**config.mk**
```make
export PLATFORM = sky130hd
export DESIGN_NAME = reg_scoreboard_decoder
export DESIGN_NICKNAME = d
export VERILOG_FILES = /design/src/rtl/reg_scoreboard_decoder.sv
export SDC_FILE = /design/constraint.sdc
export NUM_CORES = 1
export LEC_CHECK = 0
export ABC_AREA = 1
export BUFFER_PORTS_ARGS = -buffer_cell sky130_fd_sc_hd__buf_2
export CAP_MARGIN = 30
export CORE_ASPECT_RATIO = 0.8
export CORE_MARGIN = 5
export CORE_UTILIZATION = 56
export CTS_CLUSTER_DIAMETER = 60
export DETAILED_ROUTE_END_ITERATION = 8
export PLACE_DENSITY = 0.79
export SYNTH_ARGS = -nofsm -noshare
export SYNTH_HDL_FRONTEND = slang
export SYNTH_SLANG_ARGS = --single-unit
```
**constraint.sdc**
```tcl
create_clock -name clk -period 5.81 [get_ports clk]
set_input_delay 0.8715 -clock clk [delete_from_list [all_inputs] [get_ports clk]]
set_output_delay 0.8715 -clock clk [all_outputs]
set_load 0.01 [all_outputs]
```
**src/rtl/reg_scoreboard_decoder.sv**
```systemverilog
// Register-file scoreboard for the rv32i core.
// A generic N-way decoder turns issue and writeback addresses into masks.
// The masks drive a registered busy vector, its popcount and a one-hot
// regfile write-enable. Source-operand hazards are reported combinationally.

// Generalised N-way address decoder: one-hot output when enabled, zero otherwise
module nway_decoder #(
   parameter int N      = 32,
   parameter int ADDR_W = $clog2(N)
) (
   input  logic              en,
   input  logic [ADDR_W-1:0] addr,
   output logic [N-1:0]      onehot
);

   // Raise exactly the addressed line when the request is valid
   always_comb begin
      onehot = '0;
      if (en) begin
         onehot[addr] = 1'b1;
      end
   end

endmodule

module reg_scoreboard_decoder #(
   parameter int N_REGS     = 32,
   parameter int ADDR_W     = $clog2(N_REGS),
   parameter bit ZERO_HARD  = 1'b1,
   parameter bit BYPASS_CLR = 1'b1,
   localparam int CNT_W     = $clog2(N_REGS + 1)
) (
   input  logic              clk,
   input  logic              rst_n,
   input  logic              ena,
   input  logic              set_valid,
   input  logic [ADDR_W-1:0] set_addr,
   input  logic              clr_valid,
   input  logic [ADDR_W-1:0] clr_addr,
   input  logic              flush,
   input  logic [ADDR_W-1:0] rs1_addr,
   input  logic [ADDR_W-1:0] rs2_addr,
   output logic              rs1_busy,
   output logic              rs2_busy,
   output logic              stall,
   output logic [N_REGS-1:0] busy_vec,
   output logic [CNT_W-1:0]  busy_count,
   output logic [N_REGS-1:0] wb_we
);

   logic [N_REGS-1:0] set_raw;
   logic [N_REGS-1:0] clr_raw;
   logic [N_REGS-1:0] set_mask;
   logic [N_REGS-1:0] clr_mask;
   logic [N_REGS-1:0] busy_next;
   logic [CNT_W-1:0]  count_next;

   nway_decoder #(
      .N      (N_REGS),
      .ADDR_W (ADDR_W)
   ) u_set_dec (
      .en     (set_valid),
      .addr   (set_addr),
      .onehot (set_raw)
   );

   nway_decoder #(
      .N      (N_REGS),
      .ADDR_W (ADDR_W)
   ) u_clr_dec (
      .en     (clr_valid),
      .addr   (clr_addr),
      .onehot (clr_raw)
   );

   // Strip register 0 from both masks when it is hardwired, so x0 never
   // becomes busy and is never written back
   always_comb begin
      set_mask = set_raw;
      clr_mask = clr_raw;
      if (ZERO_HARD) begin
         set_mask[0] = 1'b0;
         clr_mask[0] = 1'b0;
      end
   end

   // Flush wipes everything; otherwise clear the written-back bit first and
   // then set the newly issued one, so a same-cycle set/clr leaves it busy
   always_comb begin
      busy_next = (busy_vec & ~clr_mask) | set_mask;
      if (flush) begin
         busy_next = '0;
      end
      if (ZERO_HARD) begin
         busy_next[0] = 1'b0;
      end
   end

   // Popcount of the next busy vector so the registered count tracks it exactly
   always_comb begin
      count_next = '0;
      for (int i = 0; i < N_REGS; i++) begin
         count_next = count_next + CNT_W'(busy_next[i]);
      end
   end

   // State register: everything frozen while ena is low; wb_we follows the
   // clear mask even during a flush because the writeback still happens
   always_ff @(posedge clk or negedge rst_n) begin
      if (!rst_n) begin
         busy_vec   <= '0;
         busy_count <= '0;
         wb_we      <= '0;
      end else if (ena) begin
         busy_vec   <= busy_next;
         busy_count <= count_next;
         wb_we      <= clr_mask;
      end
   end

   // Hazard lookup: a same-cycle writeback may forward and hide the hazard,
   // while a same-cycle issue only shows up next cycle
   function automatic logic rs_lookup(input logic [ADDR_W-1:0] addr);
      logic hit;
      hit = busy_vec[addr];
      if (BYPASS_CLR && clr_mask[addr]) begin
         hit = 1'b0;
      end
      if (ZERO_HARD && (addr == '0)) begin
         hit = 1'b0;
      end
      return hit;
   endfunction

   // Source-operand hazard outputs for the issue stage
   always_comb begin
      rs1_busy = rs_lookup(rs1_addr);
      rs2_busy = rs_lookup(rs2_addr);
      stall    = rs1_busy | rs2_busy;
   end

endmodule

```
### Yosys cells after proc, flatten, opt, wreduce, memory -nomap -nowiden

Cells that the tools add are included.

* register bits: 68
* word-level logic and storage cells: 66

* $add $sub $neg: 30
* order comparisons: 6
* muxes and demuxes: 19
* bitwise operators: 4
* reductions and logical operators: 4

Operators by type and width (count)
* adder 6 x 1 -> 6 bit: 25
* two-way mux 32 bit: 3
* bitwise AND 32 bit: 1
* NOT 32 bit: 1
* OR 32 bit: 1
* less-than comparator 5 x 6 -> 1 bit, second input constant: 4
* binary-select mux 1 bit (select 5 bit): 4
* demux 1 bit (select 5 bit): 2
* >= comparator 5 x 1 -> 1 bit, second input constant: 2
* logical NOT 5 bit: 2
* two-way mux 1 bit: 10
* adder 5 x 1 -> 6 bit: 1
* adder 4 x 1 -> 5 bit: 1
* adder 3 x 1 -> 4 bit: 1
* adder 2 x 1 -> 3 bit: 1
* adder 1 x 1 -> 2 bit: 1
* logical AND 1 bit: 2
* OR 1 bit: 1

### Longest topological paths before layout

* depth in word-level cells: 39
* gate-level depth with buffers: 26
* mapped depth without buffers: 25

### Hierarchy

A second synthesis with hierarchy kept.

* cells, all modules: 711
* area, all modules: 4822.1 sq um

Modules (own cells, without submodules)
* reg_scoreboard_decoder: times used 1, cells each 611, area an instance 4421.7 sq um, seq. area each 1701.6 sq um
* nway_decoder: times used 2, cells each 50, area an instance 200.2 sq um, seq. area each 0.0 sq um

### Worst setup path after synthesis

OpenSTA, ideal clock, no wires.

* path type: input port to flip-flop
* start: in set_valid
* end: reg busy_count[4]
* arrival: 5961 ps
* slack: -217 ps
* stages: 22
* cells stage by stage: inv_1 nor3_1 inv_1 o21ai_0 nand2_1 fa_1 fa_1 inv_1 fa_1 inv_1 fa_1 fa_1 inv_1 fa_1 fa_1 fa_1 nand2_1 nand2_1 a21oi_1 xnor2_1 nand2_1 nand2_1

* cells in the longest elaborated chain, start to end: 33

Ends and longest elaborated chain
* start: declaration: RTL line 36 `input logic set_valid,`
* two-way mux 32 bit *: RTL line 19 `if (en) begin`
* OR 32 bit *: RTL line 90 `busy_next = (busy_vec & ~clr_mask) | set_mask;`
* two-way mux 32 bit *: RTL line 91 `if (flush) begin`
* adder 1 x 1 -> 2 bit: RTL line 103 `count_next = count_next + CNT_W'(busy_next[i]);`
* adder 2 x 1 -> 3 bit: RTL line 103
* adder 3 x 1 -> 4 bit: RTL line 103
* adder 4 x 1 -> 5 bit: RTL line 103
* adder 5 x 1 -> 6 bit: RTL line 103
* adder 6 x 1 -> 6 bit (24 in a row): RTL line 103
* adder 6 x 1 -> 6 bit *: RTL line 103
* end signal: assignment: RTL line 116 `busy_count <= count_next;`
* end: declaration: RTL line 47 `output logic [CNT_W-1:0] busy_count,`

Every way passes the cells marked *; elsewhere a longest branch is shown, timed or not.
A chain may end at the register's enable or synchronous reset.

### Final worst setup path

* start: in set_addr[1]
* end: reg busy_count[4]

* cells in the longest elaborated chain, start to end: 37

Ends and longest elaborated chain
* start: declaration: RTL line 37 `input logic [ADDR_W-1:0] set_addr,`
* less-than comparator 5 x 6 -> 1 bit (not written as such) / >= comparator 5 x 1 -> 1 bit (equally long branches): RTL line 20 `onehot[addr] = 1'b1;`
* logical AND 1 bit (not written as such): RTL line 20
* two-way mux 1 bit (not written as such): RTL line 20
* demux 1 bit (select 5 bit) *
* two-way mux 32 bit *: RTL line 19
* OR 32 bit *: RTL line 90
* two-way mux 32 bit *: RTL line 91
* adder 1 x 1 -> 2 bit: RTL line 103
* adder 2 x 1 -> 3 bit: RTL line 103
* adder 3 x 1 -> 4 bit: RTL line 103
* adder 4 x 1 -> 5 bit: RTL line 103
* adder 5 x 1 -> 6 bit: RTL line 103
* adder 6 x 1 -> 6 bit (24 in a row): RTL line 103
* adder 6 x 1 -> 6 bit *: RTL line 103

Marked as above.

==> impl_metrics.csv <==
group,metric,value,unit
route,drtIter0Drc,951,
power,p_per_area,175,nW/µm²
die,core,8600,µm²
die,ios,99,
global_route,grt_pass1_wl,31000,µm
place,portBuffers,96,
cts,cts_hold_buf,0,
yosys,synth-seq-area-share,0.339,
power,p_clk_frac,0.363,
yosys,ys_types,26,
cts,path_clk_slew,80,ps
die,initial_core_util,0.583,
yosys,synth_warnings,0,
setup_path,crit_family,"adder cells",
final_layout,stdcell_area,6740,µm²
route,wl_per_cell,19.1,µm
place,dpl.hpwl,14800,µm
setup_path,required,6130,ps
setup_path,cp_cell_sequence,"buf_4 -> inv_2 -> nor3_4 -> inv_2 -> o21ai_2 -> nand2_2 -> fa_1 -> fa_1 -> inv_2 -> fa_1 -> inv_1 -> fa_1 -> fa_1 -> inv_2 -> fa_1 -> fa_2 -> fa_2 -> nand2_2 -> nand2_2 -> a21oi_2 -> xnor2_1 -> nand2_1 -> nand2_1",
yosys,syn_area,5010,µm²
setup_path,cp_slowest_cell,"fa_1",
cts,worstSkewPairLatency,370,ps
power,irDropWorstVdd,0.181,mV
power,pwr-share-comb,0.219,
final_layout,final_nets,981,
flow_run,maxCapViolCount,0,
global_route,track_usage,0.372,
die,num_rows,30,
power,pwr-share-seq,0.419,
route,drc,0,
route,avgViaCountPerCell,5.81,
yosys,syn_area_per_cell,6.66,µm²
place,placedInstanceArea,6200,µm²
sta,max_slew_margin,0.422,
final_layout,fillCellCount,657,
sta,finalHoldViolations,0,
sta,rsz0062_at_grt,"true",
setup_path,slowest_delay,530,ps
die,die_h,94.6,µm
die,dieArea,11000,µm²
setup_path,critPathBufInv,6,
setup_path,cp_common_cell,"fa_1",
cts,clock_sinks,68,
cts,clock-root-buffer,"clkbuf_8",
final_layout,drive_above_1_share,0.303,
power,intPower,0.777,mW
sta,min_period_over_period,1.02,
cts,htree_levels,3,
final_layout,n_antenna_cell,0,
global_route,antenna_found_initial,0,
outcome,outcome,"finished, violations left",
global_route,grt_max_degree,101,
cts,numCtsBuffers,9,
power,p_switching,0.399,mW
power,power.leakage,3.52,nW
sta,setup_ws,-135,ps
sta,min_period,5950,ps
global_route,grt_pass1_vias,5918,
final_layout,areaGrowthSynthToFinish,34.4,%
setup_path,critPathKind,"in2reg",
setup_path,arrival,6260,ps
place,gp_congestion,1.06,
power,switching_share,0.339,
sta,worstMarginPinSlew,867,ps
setup_path,critPathCaptureType,"flop",
final_layout,final-seq-area,1700,µm²
cts,clk_path_buf_depth,2,
yosys,synth_seq_cells,68,
outcome,failed_checks,"negative setup slack",
die,dieWidth,116,µm
cts,cts_tree,"done",
sta,hold_ws,480,ps
route,firstDrtPassIters,6,
route,ant_nets,0,
yosys,synth_cells,753,
sta,max_clock_freq,0.168,GHz
final_layout,multiInputGateArea,3090,µm²
setup_path,crit_path_max_fanout,3,
route,vias,6055,
global_route,grt_remaining_overflow,0,
sta,finClkSkew,5.05,ps
route,routed_wl,19900,µm
sta,drv_slew,0,
setup_path,start_kind,"input port",
hold_path,hp-class,"reg2reg",
sta,finalSetupViolCount,1,
[flip-flops by register name (all words and copies together), names as in the netlist]
signal and flops:
wb_we 31, busy_count 6, busy_vec 31
[placed cells by master (no fill, tap or decap), drive strengths merged]
master,instances
ha,7
xor2,1
clkinvlp,2
inv,93
bufinv,1
o21ai,77
o211ai,3
dfrtp,68
conb,2
o31ai,4
a21boi,1
xnor2,2
nor2,48
nand2,296
o22ai,3
fa,23
nor3,13
buf,194
a21oi,29
a31oi,2
clkbuf,9
nand3,50
nand4,1
a22o,1
[routing by layer]
metal  global-route usage  routed length (µm)  part of all wire  up-vias
met2                0.582                8810              0.44      489
met1                0.498                7650              0.38     2752
met4                0.153                 936             0.047        0
met5                    0                   0                 0        -
li1                     -                   -                 -     2712
met3               0.0852                2510              0.13      102
[synthesized netlist by cell type, drive strengths merged]
library cell	number	area (µm²)
o31ai	4	30.0
o211ai	3	22.5
o21ai	77	385
nand3	50	250
a31oi	2	12.5
o22ai	3	18.8
nand4	1	6.26
fa	23	460
xor2	1	8.76
nor3	13	65.1
nand2	296	1110
conb	1	3.75
a22o	1	8.76
a21oi	29	145
nor2	48	188
clkbuf	21	78.8
xnor2	2	17.5
buf	13	71.3
dfrtp	68	1700
inv	89	334
a21boi	1	7.51
ha	7	87.6
[worst reg2reg max path, delay by kind of cell (launching register included)]
kind | cells | cell delay [ps]
AND/OR/NAND/NOR | 5 | 430
AO/OA/AOI/OAI | 2 | 350
flip-flops | 1 | 410
adder cells (fa/ha/maj) | 8 | 3820
XOR/XNOR | 1 | 130
buffers and inverters | 4 | 280
[power by group through the flow]
stage / Combinational [mW] / Clock, mW / Sequential (mW)
5_1_grt: 0.277 / 0.457 / 0.494
3_5_place_dp: 0.224 / 0 / 0.501
6_report: 0.257 / 0.427 / 0.492
4_1_cts: 0.241 / 0.430 / 0.492
2_1_floorplan: 0.119 / 0 / 0.505
3_3_place_gp: 0.218 / 0 / 0.500
[worst paths after layout]
path	startpoint	to	slack (ps)	cells past startpoint
setup / recovery	set_addr[1]	busy_count[4]$_DFFE_PN0P_	-140	23
setup reg to reg	busy_vec[20]$_DFFE_PN0P_	busy_count[4]$_DFFE_PN0P_	340	20
max in group asynchronous	rst_n	wb_we[31]$_DFFE_PN0P_	4280	2
hold reg to reg	wb_we[18]$_DFFE_PN0P_	wb_we[18]$_DFFE_PN0P_	480	2
hold / removal	wb_we[18]$_DFFE_PN0P_	wb_we[18]$_DFFE_PN0P_	480	2
min in group asynchronous	rst_n	busy_count[4]$_DFFE_PN0P_	540	1
[per-stage QoR]
stage                     worst slack, ps  std cells  TNS (ps)  utilization  total power [mW]
after floorplan                     -31.5        754     -31.5            -             0.624
after global placement               -388       1015     -1120        0.721             0.718
after detailed placement             -580       1015     -1760        0.721             0.724
after CTS                           0.474       1040         0        0.778              1.16
after global routing                 -202       1042      -421        0.784              1.23
final                                -135       1042      -135        0.784              1.18
[timing repair]
item,CTS,global route
pin swaps,27,10
resized for setup,71,11
setup buffers,9,2
cloned,0,0
setup endpoints to repair,1,4
[final cells by class]
class | instances | area share
Inverter | 89 | 0.0514
Clock buffer | 9 | 0.0184
Clock inverter | 7 | 0.0123
Sequential cell | 68 | 0.253
Multi-Input combinational cell | 563 | 0.459
Timing Repair Buffer | 194 | 0.186
Tap cell | 112 | 0.0208
[logic make-up after synthesis]
logic type,share of synthesized area
compound gates,0.126
xor+xnor,0.00524
fa+ha+maj,0.109
buf+inv,0.0966
flops,0.339
other cells,0.000748
simple gates,0.323
Power figures use the tool's default switching activity.
